$ cat src/rtl/snn_layer_controller.sv
`default_nettype none
// ============================================================================
//  Module      : snn_layer_controller
//  Description : Sequencer for one spiking-neural-network layer. Each accepted
//                input event sweeps all neurons twice (weight/potential load,
//                then potential write-back) around a one-cycle accumulate.
//                Every PERIOD cycles a spike phase runs: spike_done pulses and
//                repeats while the datapath still reports firing neurons.
//  Options     : define SNN_LEAK_EN to add a LEAK sweep after each spike phase
//                (default build: no LEAK state, leak_en tied low).
//  Revision    : 1.0 - initial release
// ============================================================================
module snn_layer_controller #(
    parameter int N_NEURONS = 16,
    parameter int N_INPUTS  = 16,
    parameter int PERIOD    = 64,
    parameter int NA        = $clog2(N_NEURONS),
    parameter int IA        = $clog2(N_INPUTS)
) (
    input  logic                 clock,
    input  logic                 reset_n,
    input  logic                 event_valid,
    input  logic [IA-1:0]        event_addr,
    output logic                 event_ready,
    input  logic [N_NEURONS-1:0] spike,
    output logic                 weight_w_en,
    output logic                 memb_pot_w_en,
    output logic                 accum_en,
    output logic                 memb_pot_mem_w_en,
    output logic                 leak_en,
    output logic                 spike_done,
    output logic [IA+NA-1:0]     mem_addr,
    output logic [NA-1:0]        neuron_idx,
    output logic                 busy
);

    localparam int            PW   = (PERIOD > 1) ? $clog2(PERIOD) : 1;
    localparam logic [PW-1:0] PMAX = PW'(PERIOD - 1);
    localparam logic [NA-1:0] NMAX = NA'(N_NEURONS - 1);

`ifdef SNN_LEAK_EN
    typedef enum logic [2:0] {
        S_IDLE    = 3'd0,
        S_LOAD    = 3'd1,
        S_ACCUM   = 3'd2,
        S_STORE   = 3'd3,
        S_SPIKE   = 3'd4,
        S_CLEANUP = 3'd5,
        S_LEAK    = 3'd6
    } state_t;
`else
    typedef enum logic [2:0] {
        S_IDLE    = 3'd0,
        S_LOAD    = 3'd1,
        S_ACCUM   = 3'd2,
        S_STORE   = 3'd3,
        S_SPIKE   = 3'd4,
        S_CLEANUP = 3'd5
    } state_t;
`endif

    state_t         state_q, state_d;
    logic [PW-1:0]  pcnt_q,  pcnt_d;     // cycles since last spike phase
    logic [NA-1:0]  nidx_q,  nidx_d;     // neuron sweep counter
    logic [IA-1:0]  addr_q,  addr_d;     // address of the event in progress
    logic [NA-1:0]  rent_q,  rent_d;     // spike re-entries in this phase

    // State and counter registers, cleared asynchronously
    always_ff @(posedge clock or negedge reset_n) begin
        if (!reset_n) begin
            state_q <= S_IDLE;
            pcnt_q  <= '0;
            nidx_q  <= '0;
            addr_q  <= '0;
            rent_q  <= '0;
        end else begin
            state_q <= state_d;
            pcnt_q  <= pcnt_d;
            nidx_q  <= nidx_d;
            addr_q  <= addr_d;
            rent_q  <= rent_d;
        end
    end

    // Next-state and counter logic; the spike phase wins over a new event
    always_comb begin
        state_d = state_q;
        nidx_d  = nidx_q;
        addr_d  = addr_q;
        rent_d  = rent_q;
        // Saturate so a long event sequence only defers the spike phase
        pcnt_d  = (pcnt_q == PMAX) ? pcnt_q : pcnt_q + 1'b1;

        case (state_q)
            S_IDLE: begin
                rent_d = '0;
                nidx_d = '0;
                if (pcnt_q == PMAX) begin
                    state_d = S_SPIKE;
                end else if (event_valid) begin
                    addr_d  = event_addr;
                    state_d = S_LOAD;
                end
            end
            S_LOAD: begin
                if (nidx_q == NMAX) begin
                    nidx_d  = '0;
                    state_d = S_ACCUM;
                end else begin
                    nidx_d = nidx_q + 1'b1;
                end
            end
            S_ACCUM: begin
                state_d = S_STORE;
            end
            S_STORE: begin
                if (nidx_q == NMAX) begin
                    nidx_d  = '0;
                    state_d = S_IDLE;
                end else begin
                    nidx_d = nidx_q + 1'b1;
                end
            end
            S_SPIKE: begin
                pcnt_d  = '0;
                state_d = S_CLEANUP;
            end
            S_CLEANUP: begin
                // At most N_NEURONS spike_done pulses in one phase
                if ((spike != '0) && (rent_q != NMAX)) begin
                    rent_d  = rent_q + 1'b1;
                    state_d = S_SPIKE;
                end else begin
                    nidx_d  = '0;
`ifdef SNN_LEAK_EN
                    state_d = S_LEAK;
`else
                    state_d = S_IDLE;
`endif
                end
            end
`ifdef SNN_LEAK_EN
            S_LEAK: begin
                if (nidx_q == NMAX) begin
                    nidx_d  = '0;
                    state_d = S_IDLE;
                end else begin
                    nidx_d = nidx_q + 1'b1;
                end
            end
`endif
            default: begin
                state_d = S_IDLE;
                nidx_d  = '0;
            end
        endcase
    end

    // Output decode from state and counters only
    assign busy              = (state_q != S_IDLE);
    // Held low during reset so every output reads zero while reset_n is low
    assign event_ready       = reset_n && (state_q == S_IDLE) && (pcnt_q != PMAX);
    assign weight_w_en       = (state_q == S_LOAD);
    assign memb_pot_w_en     = (state_q == S_LOAD);
    assign accum_en          = (state_q == S_ACCUM);
    assign memb_pot_mem_w_en = (state_q == S_STORE);
    assign spike_done        = (state_q == S_SPIKE);
    assign neuron_idx        = nidx_q;
    assign mem_addr          = {addr_q, nidx_q};

`ifdef SNN_LEAK_EN
    assign leak_en = (state_q == S_LEAK);
`else
    assign leak_en = 1'b0;
`endif

endmodule
`default_nettype wire

$ cat config.mk
export PLATFORM = sky130hd
export DESIGN_NAME = snn_layer_controller
export DESIGN_NICKNAME = d
export VERILOG_FILES = /design/src/rtl/snn_layer_controller.sv
export SDC_FILE = /design/constraint.sdc
export NUM_CORES = 1
export LEC_CHECK = 0
export CELL_PAD_IN_SITES_DETAIL_PLACEMENT = 1
export CELL_PAD_IN_SITES_GLOBAL_PLACEMENT = 2
export CORE_MARGIN = 10
export CORE_UTILIZATION = 24
export DETAILED_ROUTE_END_ITERATION = 12
export HOLD_SLACK_MARGIN = 0.03
export PLACE_DENSITY_LB_ADDON = 0.1
export SLEW_MARGIN = 40
export SYNTH_ARGS = -nofsm -noshare
export SYNTH_HDL_FRONTEND = slang
export SYNTH_SLANG_ARGS = --single-unit
export TNS_END_PERCENT = 30
$ cat constraint.sdc
create_clock -name clock -period 1.7 [get_ports clock]
set_input_delay 0.51 -clock clock [delete_from_list [all_inputs] [get_ports clock]]
set_output_delay 0.51 -clock clock [all_outputs]
set_load 0.1 [all_outputs]
==> impl_metrics.ini, run 1 <==
[placement]
gp_congestion = 0.742
port_buffers = 41
place_hpwl_mm = 3.12

[global_route]
grt_use_total_pct = 9.37
overflow = 0
grt_pass1_wl_mm = 6.42
grt_max_degree = 22
antenna_found_initial = 0
grt_pass1_vias = 1188

[drt]
drc = 0
antenna_left = 0
wl_mm = 3.88
num_vias = 1094
dr.first_iter.drc_count = 40
dr.pass1.iters = 4
vias_per_cell = 4.54
drt-wirelength-per-cell_microns = 16.1

[die]
dieArea_sq_um = 8350
initial_core_util_pct = 25.4
die_x_microns = 91.4
die_height_microns = 91.4
rows = 25
core_area_sq_um = 4820
ios = 43

[timing]
fin_skew_ps = 7.69
holdWs_ps = 514
period_share_pct = 116
fmax_ghz = 0.507
fin_crit_ps = 1970
setup_viol = 8
slew_violations = 0
finalHoldViolCount = 0
grt_setup_unrepaired = true
finalWorstSetupSlack_ps = -272

[final_layout]
fill_cells = 528
antennaDiodeCount = 0
layout.nets = 201
syn2layout_area_growth_pct = 77.9
drive_gt1_share_pct = 44.8

[worst_setup_path]
crit_fanout = 2
r2r.worst_path.cells = 7
critPathRequiredTime_ps = 1190
critical_path_class = reg -> out
end_kind = output pin
rr_startpoint = pcnt_q[0]$_DFFE_PN0P_
reg2reg_slack_ps = 50
start_kind = flop
rr_endpoint = addr_q[2]$_DFFE_PN0P_
cp.arrival_ps = 1460

[flow_run]
drv_cap = 0

[synthesis]
yosys_warnings = 0
netlist_instances = 116
yosys.area.top_type_share_pct = 42.9
async_flop_share_pct = 100
ys_types = 39
yosysTopAreaCell = dfrtp_1
synth_nets = 142
synth_common_cells = dfrtp_1 (21), nand2_1 (9), buf_4 (7), nor2_1 (6)
synth.most_common_cell = dfrtp_1
mappedNetlistArea_sq_um = 1220
syn_avg_cell_area_sq_um = 10.5
synthTopCellsByArea = dfrtp_1 (43%), mux2_4 (4.9%), buf_4 (4.3%), mux2i_1 (3.3%), ha_1 (3.1%)
synth_edf_count = 0
synth-seq-cells = 21
ys_seq_area_share_pct = 42.9
synth_top_flop_cell = dfrtp_1

[cts]
cts_root_buf = clkbuf_8
cts_buffers = 3
ctsLongestPathBuffers = 2
cts_tree = built
h-tree-depth = 1
cts.sinks = 21
path_clk_slew_ps = 70
clkLatencyLatePin_ps = 260
cts_hold_buf = 0

[hold_path]
hold_class = reg -> reg
holdPathEnd = rent_q[0]$_DFFE_PN0P_
min-delay-start = rent_q[0]$_DFFE_PN0P_
hold_path_depth = 1

[power_and_ir_drop]
ir_drop_mv = 0.757
powerDensity_nw_per_um2 = 2210
p_leak_uw = 0.000927
power.total_uw = 4820

[run_status]
violations = negative setup slack
status = finished with violations
==> layer usage <==
metal	up-vias	GRT usage [%]	share of wire, %
met4	0	1.57	0.44
met5	-	0	0
met2	14	16.5	56
met1	541	11.0	41
met3	4	2.80	3.2
li1	535	-	-
==> repair_timing <==
item | 4_1_cts | 5_1_grt
pin swaps | 5 | 7
cloned | 0 | 0
buffers inserted | 4 | 5
endpoints found under the setup margin | 10 | 16
resized for setup | 19 | 7
hold endpoints to repair | 0 | 0
==> worst max-delay path: stages (launching register included) <==
cell     delay (ps)
dfrtp_1         370
ha_2            190
nand2_2          50
or2_1           240
and3_4          200
buf_12          160
==> per-stage QoR <==
stage / std cells / setup TNS, ps / area (sq um) / setup slack (ps) / util, %
2_1_floorplan: 116 / -3010 / 1270 / -522 / -
3_3_place_gp: 228 / -3060 / 1960 / -364 / 40.8
3_5_place_dp: 228 / -2600 / 1960 / -315 / 40.8
4_1_cts: 236 / -1100 / 2110 / -277 / 43.7
5_1_grt: 241 / -1660 / 2180 / -344 / 45.2
6_report: 241 / -1000 / 2180 / -272 / 45.2
==> how the worst max path moves through the flow <==
stage                                      start                     to  depth (start not counted)
after floorplan           state_q[2]$_DFFE_PN0P_            weight_w_en                          3
after global placement                  spike[9]  rent_q[1]$_DFFE_PN0P_                          5
after detailed placement                spike[9]  rent_q[1]$_DFFE_PN0P_                          5
after CTS                  pcnt_q[1]$_DFFE_PN0P_            event_ready                          5
after global routing       pcnt_q[0]$_DFFE_PN0P_            event_ready                          5
final                      pcnt_q[0]$_DFFE_PN0P_            event_ready                          5
==> state kept, by name (all words and copies together) (netlist names) <==
name,flops
rent_q,4
neuron_idx,4
state_q,3
addr_q,4
pcnt_q,6
==> power by group <==
group / internal, uW / total, uW / switching, uW
Combinational: 1380 / 3450 / 2070
Sequential: 697 / 1040 / 339
Clock: 167 / 331 / 164
==> layout by cell type (no fill, tap or decap), types with 3 or more instances in the layout <==
cell	instances
a21oi_1	4
a31oi_1	4
buf_12	19
buf_4	21
clkbuf_8	3
clkdlybuf4s50_1	22
dfrtp_1	18
dfrtp_2	3
mux2_4	4
mux2i_1	4
nand2_1	6
nand2_2	3
nor2_1	5
nor3_1	3
o21ai_0	4
o2bb2ai_1	3
==> area by class of cell <==
cell class	instances	area, sq um	share of cell area (%)
clock buffer	4	45.0	2.07
sequential	21	529	24.3
multi-input combinational	81	707	32.5
tap	67	83.8	3.85
timing repair buffer	65	796	36.6
inverter	3	16.3	0.747
==> logic make-up after synthesis <==
| family | share of synthesized area [%] |
|---|---|
| adders and majority gates | 3.07 |
| AOI/OAI and AO/OA | 14.5 |
| DFF | 42.9 |
| muxes | 8.18 |
| xor gates and xnor gates | 2.15 |
| other | 0.306 |
| and+or+nand+nor | 21.2 |
| buffers and inverters | 7.67 |
No activity file was read; power rests on OpenSTA's default activity.
==> run 2, diff against run 1 <==
CTS_CLUSTER_DIAMETER = 60   (was not set)
==> results of run 2 <==
No change in the layout: final DEF, timing and power equal those of run 1.
